**config.mk**
```make
export PLATFORM = sky130hd
export DESIGN_NAME = ascii_hex_parser
export DESIGN_NICKNAME = d
export VERILOG_FILES = /design/src/rtl/ascii_hex_parser.sv
export SDC_FILE = /design/constraint.sdc
export NUM_CORES = 1
export LEC_CHECK = 0
export CELL_PAD_IN_SITES_DETAIL_PLACEMENT = 1
export CELL_PAD_IN_SITES_GLOBAL_PLACEMENT = 2
export CORE_MARGIN = 2
export CORE_UTILIZATION = 32
export CTS_CLUSTER_SIZE = 8
export DETAILED_ROUTE_END_ITERATION = 7
export PLACE_DENSITY = 0.86
export SLEW_MARGIN = 10
export SYNTH_ARGS = -nofsm -noshare
export SYNTH_HDL_FRONTEND = slang
export SYNTH_SLANG_ARGS = --single-unit
```
**constraint.sdc**
```tcl
create_clock -name clk -period 3.05 [get_ports clk]
set_input_delay 0.4575 -clock clk [delete_from_list [all_inputs] [get_ports clk]]
set_output_delay 0.4575 -clock clk [all_outputs]
set_load 0.005 [all_outputs]
```
**src/rtl/ascii_hex_parser.sv**
```systemverilog
// ascii_hex_parser: turns an ASCII hex-digit stream back into a binary word.
// Digits accumulate MSB-first. CR, LF or space ends a token. Malformed
// tokens raise err and are dropped up to the next terminator.
// Build option: define ASCII_HEX_LOWERCASE_EN to accept 'a'-'f' as digits.
//
// state | meaning
// IDLE  | no token in progress, acc/cnt clear
// ACCUM | collecting digits of a token
// HOLD  | word presented on out_*, waiting for out_ready
// SKIP  | bad token seen, discarding up to the next terminator
module ascii_hex_parser #(
    parameter int DIGITS = 8,
    localparam int W  = 4*DIGITS,
    localparam int CW = $clog2(DIGITS+1)
) (
    input  logic          clk,
    input  logic          rst,
    input  logic [7:0]    in_data,
    input  logic          in_valid,
    output logic          in_ready,
    output logic [W-1:0]  out_data,
    output logic [CW-1:0] out_count,
    output logic          out_valid,
    input  logic          out_ready,
    output logic          err,
    output logic [1:0]    err_code
);

    localparam logic [1:0] IDLE  = 2'd0;
    localparam logic [1:0] ACCUM = 2'd1;
    localparam logic [1:0] HOLD  = 2'd2;
    localparam logic [1:0] SKIP  = 2'd3;

    localparam logic [CW-1:0] CMAX = CW'(DIGITS);

    localparam logic [1:0] ERR_ILLEGAL  = 2'b01;
    localparam logic [1:0] ERR_OVERFLOW = 2'b10;

    logic [1:0]    state;
    logic [W-1:0]  acc;
    logic [CW-1:0] cnt;
    logic          is_digit;
    logic          is_term;
    logic [3:0]    nibble;
    logic          accept;

    // in_ready is a register, so out_ready never reaches it combinationally
    assign accept = in_valid && in_ready;

    // Classify the incoming character and decode its nibble value
    always_comb begin
        is_digit = 1'b0;
        is_term  = 1'b0;
        nibble   = 4'h0;
        if (in_data >= 8'h30 && in_data <= 8'h39) begin
            is_digit = 1'b1;
            nibble   = in_data[3:0];
        end else if (in_data >= 8'h41 && in_data <= 8'h46) begin
            is_digit = 1'b1;
            nibble   = in_data[3:0] + 4'd9;
`ifdef ASCII_HEX_LOWERCASE_EN
        end else if (in_data >= 8'h61 && in_data <= 8'h66) begin
            is_digit = 1'b1;
            nibble   = in_data[3:0] + 4'd9;
`endif
        end else if (in_data == 8'h0D || in_data == 8'h0A || in_data == 8'h20) begin
            is_term = 1'b1;
        end
    end

    // Token FSM: accumulate, emit on terminator, hold until taken, skip bad tokens
    always_ff @(posedge clk) begin
        if (rst) begin
            state     <= IDLE;
            acc       <= '0;
            cnt       <= '0;
            out_data  <= '0;
            out_count <= '0;
            out_valid <= 1'b0;
            in_ready  <= 1'b0;
            err       <= 1'b0;
            err_code  <= 2'b00;
        end else begin
            err      <= 1'b0;
            in_ready <= 1'b1;
            case (state)
                IDLE: begin
                    if (accept) begin
                        if (is_digit) begin
                            acc   <= W'({acc, nibble});
                            cnt   <= cnt + CW'(1);
                            state <= ACCUM;
                        end else if (!is_term) begin
                            err      <= 1'b1;
                            err_code <= ERR_ILLEGAL;
                            state    <= SKIP;
                        end
                    end
                end
                ACCUM: begin
                    if (accept) begin
                        if (is_digit) begin
                            if (cnt == CMAX) begin
                                err      <= 1'b1;
                                err_code <= ERR_OVERFLOW;
                                state    <= SKIP;
                            end else begin
                                // {acc, nibble} is W+4 wide; the cast drops the top nibble
                                acc <= W'({acc, nibble});
                                cnt <= cnt + CW'(1);
                            end
                        end else if (is_term) begin
                            out_data  <= acc;
                            out_count <= cnt;
                            out_valid <= 1'b1;
                            in_ready  <= 1'b0;
                            state     <= HOLD;
                        end else begin
                            err      <= 1'b1;
                            err_code <= ERR_ILLEGAL;
                            state    <= SKIP;
                        end
                    end
                end
                HOLD: begin
                    if (out_ready) begin
                        out_valid <= 1'b0;
                        acc       <= '0;
                        cnt       <= '0;
                        state     <= IDLE;
                    end else begin
                        in_ready <= 1'b0;
                    end
                end
                default: begin
                    if (accept && is_term) begin
                        acc   <= '0;
                        cnt   <= '0;
                        state <= IDLE;
                    end
                end
            endcase
        end
    end

endmodule

```
==> run summary <==
For this run, the detailed router's first-pass iteration total came to 4. The worst hold path belongs to the class reg2reg. For this design the ratio of total power to cell area is 553 mW/mm2.

The number of clock buffers added by TritonCTS is 9. The sum of routed wire length over all layers came out at 8010 um. The maximum level of the CTS H-tree is 3. The fraction of power consumed by the clock network came out at 0.366. Of the total power, registers draw 0.469. Among all flip-flop cells after synthesis, the most frequent one is sky130_fd_sc_hd__dfxtp_1. The clock passes through at most 2 buffers. The data required time of the critical path is 3330 ps. The final antenna-violating net count came out at 0. The count of vias placed by the detailed router is 2775. The number of standard-cell rows in the floorplan is 36. The number of endpoints with negative hold slack in the final report came out at 0.

sky130_fd_sc_hd__dfxtp_1 takes more of the synthesized area than any other cell. The die area came out at 0.0110 mm2. The number of global-route vias before repair came out at 2889. The pin count of the biggest net entering global routing came out at 50. The reported net switching power came out at 618 uW.

Setup repair after global routing left no endpoint under its margin. The floorplan step set the die height to 105 um. The total negative slack is 0 ps. The initial antenna violation count is 0.

The starting density of the core is 0.331. The synthesized instance count came out at 374. The net count of the finished layout is 444.

After clock tree synthesis, the clock-pin slew on the worst setup and hold paths is 80 ps. The first routing iteration left 70 violations. The critical path is of the reg2reg type. The count of filler cells inserted in the layout came out at 1184.

The first global-routing pass estimated 13900 um of wire. The share of flip-flops with an asynchronous set or reset after synthesis is 0. The count of clock tree sinks came out at 79. The post-route fraction of the period consumed by the critical path came out at 0.861.

The final weighted congestion in routability-driven placement is 0.778. In this run the standard cell core region covers 0.00982 mm2. The internal power is 1.66 mW. In this run the horizontal extent of the chip is 105 um.

For this design the static power due to leakage is 1.37 nW. The max capacitance violation total is 0. The mean post-synth cell area is 8.68 um2. The logic gate share of total power came out at 0.164. The total DRC errors in the routed layout came out at 0. The clock latency on the worst-skew pair came out at 350 ps. The count of final max-slew check failures came out at 0. The global routing stage identified its most utilized layer as met2.

The met2 capacity usage during global routing came out at 0.273. The sort of element at the start of the critical path is a flip-flop. The HPWL reported at the end of detailed placement is 5600 um. The run finished with clean final reports. At the pin with the least slew margin, the transition time is 671 ps. Between clock sinks in the finished design, the worst skew comes to 10.3 ps. The setup violation total in the final timing report came out at 0.

The commonest non-fill, non-tap cell in the layout is sky130_fd_sc_hd__nand2_1. The number of buffers added to fix hold violations after cts is 0. In the post-synthesis netlist, the biggest area contributors are sky130_fd_sc_hd__dfxtp_1, sky130_fd_sc_hd__nand2_1, sky130_fd_sc_hd__a21oi_1, sky130_fd_sc_hd__o22ai_1, sky130_fd_sc_hd__ha_1. Of the total power, the share spent switching nets is 0.271. In the layout the commonest cells are sky130_fd_sc_hd__nand2_1, sky130_fd_sc_hd__dfxtp_1, sky130_fd_sc_hd__clkdlybuf4s50_1, sky130_fd_sc_hd__a21oi_1, sky130_fd_sc_hd__o22ai_1. The signal on the critical path passes through inv_1 -> ha_1 -> or2_2 -> mux2i_1 -> o22a_1 -> or4_4 -> buf_4 -> o22ai_1. CTS placed an instance of sky130_fd_sc_hd__clkbuf_8 at the clock tree root.

The area share of the largest cell type after synthesis came out at 0.487. The net count after synthesis is 395. The antenna diode instance count came out at 0.

The number of buffers inserted to repair setup after CTS came out at 0. The arrival time reported for the critical path endpoint came out at 2900 ps. The overall routing resource usage is 0.157. The critical-path cell with the highest stage delay is sky130_fd_sc_hd__or4_4. The worst path buffer plus inverter count came out at 2. Derived from the worst setup path, the maximum achievable clock frequency is 381 MHz. TritonCTS built the clock tree. The quantity of gates resized following cts came out at 0.

The maximum fanout encountered on the critical timing path came out at 23. For this run, the slowest stage of the critical path takes 660 ps. The portion of the post-synthesis area used by sequential elements came out at 0.487.

Input and output buffers added on the ports amount to 52. The total congestion overflow is 0. The fraction of final layout cells sized beyond drive strength 1 is 0.101. The distinct cell type count after synthesis came out at 48.

The worst supply voltage drop on vdd is 240 uV. The met3 usage in global routing came out at 0.0412. The area growth from synthesis to layout is 26.7%. The worst setup path is captured at a flip-flop.

The synthesized cell area is 0.00325 mm2. In the global route stage, met1 resource usage came out at 0.185. The core occupancy in the finished layout came out at 0.419. The count of flip-flops with a built-in enable after synthesis is 0. The routed design could run at a clock period as short as 2630 ps. Measured against its own limit, the worst slew margin works out to 0.547. During synthesis, Yosys emitted a total of 0 warnings. 53 I/O pins were placed. Broken down by cell family, the worst path's largest delay share belongs to simple AND/OR/NAND/NOR gates. The number of vias per cell is 4.96.

The post-detailed-route wirelength per cell is 14.3 um. Synthesis inferred 79 register bits.
[cell type report]
| cell class | instances | area [um2] | area share |
|---|---|---|---|
| Clock buffer | 10 | 128 | 0.0310 |
| Clock inverter | 5 | 81.3 | 0.0198 |
| Sequential cell | 79 | 1580 | 0.384 |
| Multi-Input combinational cell | 257 | 1490 | 0.361 |
| Timing Repair Buffer | 63 | 623 | 0.151 |
| Tap cell | 133 | 166 | 0.0404 |
| Inverter | 13 | 48.8 | 0.0119 |
[path summary, 6_finish.rpt]
check | startpoint | end | slack, ps | depth (start not counted)
setup / recovery | state[1] | acc[7] | 420 | 8
hold / removal | acc[17] | out_data[17] | 450 | 2
setup reg to reg | state[1] | acc[7] | 420 | 8
hold reg to reg | acc[17] | out_data[17] | 450 | 2
[cell families (layout without fill, tap and decap cells)]
| group | count (synthesis) | count (layout) | synth area share |
|---|---|---|---|
| AND/OR/NAND/NOR | 144 | 144 | 0.200 |
| AO/OA/AOI/OAI | 99 | 99 | 0.202 |
| flip-flops | 79 | 79 | 0.487 |
| buffers and inverters | 38 | 91 | 0.0605 |
| adder cells (fa/ha/maj) | 9 | 9 | 0.0347 |
| multiplexers | 3 | 3 | 0.0108 |
| XOR/XNOR | 2 | 2 | 0.00539 |
[per-stage QoR]
stage,instances,power (mW),area (um2),setup WS (ps),hold WS (ps)
after CTS,560,2.30,4120,424,460
after global routing,560,2.39,4120,257,469
after global placement,545,1.46,3910,211,446
final,560,2.28,4120,425,455
after detailed placement,545,1.46,3910,74.7,449
after floorplan,374,1.34,3250,718,432
[power groups by stage]
stage               Combinational (mW)  Sequential [mW]  Clock (mW)
floorplan                        0.252             1.09           0
global placement                 0.365             1.09           0
detailed placement               0.369             1.09           0
CTS                              0.374             1.07       0.855
global route                     0.417             1.07       0.903
finish                           0.374             1.07       0.834
[sequential cells by signal (all words and copies together) (netlist names)]
| name | flops |
|---|---|
| cnt | 4 |
| state | 2 |
| in_ready | 1 |
| err_code | 2 |
| acc | 32 |
| out_data | 32 |
| out_valid | 1 |
| err | 1 |
| out_count | 4 |
[cells in the mapped netlist (3+ instances only)]
master	number
sky130_fd_sc_hd__a21oi_1	43
sky130_fd_sc_hd__buf_6	5
sky130_fd_sc_hd__clkbuf_1	15
sky130_fd_sc_hd__dfxtp_1	79
sky130_fd_sc_hd__ha_1	9
sky130_fd_sc_hd__inv_1	13
sky130_fd_sc_hd__nand2_1	110
sky130_fd_sc_hd__nand3_1	5
sky130_fd_sc_hd__nand4_1	3
sky130_fd_sc_hd__nor2_1	7
sky130_fd_sc_hd__nor3b_1	3
sky130_fd_sc_hd__o211a_1	3
sky130_fd_sc_hd__o21ai_0	4
sky130_fd_sc_hd__o22ai_1	26
sky130_fd_sc_hd__o32ai_1	6
sky130_fd_sc_hd__o32ai_2	3
[layer usage]
layer / up-vias / part of all wire
li1: 1387 / -
met1: 1335 / 0.46
met2: 42 / 0.49
met3: 11 / 0.030
met4: 0 / 0.015
met5: - / 0
[worst register-to-register path: cells and delay by family (launching register included)]
kind | cells | cell delay, ps
adders and majority gates | 1 | 280
AOI/OAI and AO/OA | 2 | 390
muxes | 1 | 160
DFF | 1 | 360
and+or+nand+nor | 2 | 1040
buffers and inverters | 2 | 320
(Power assumes the default switching activity.)
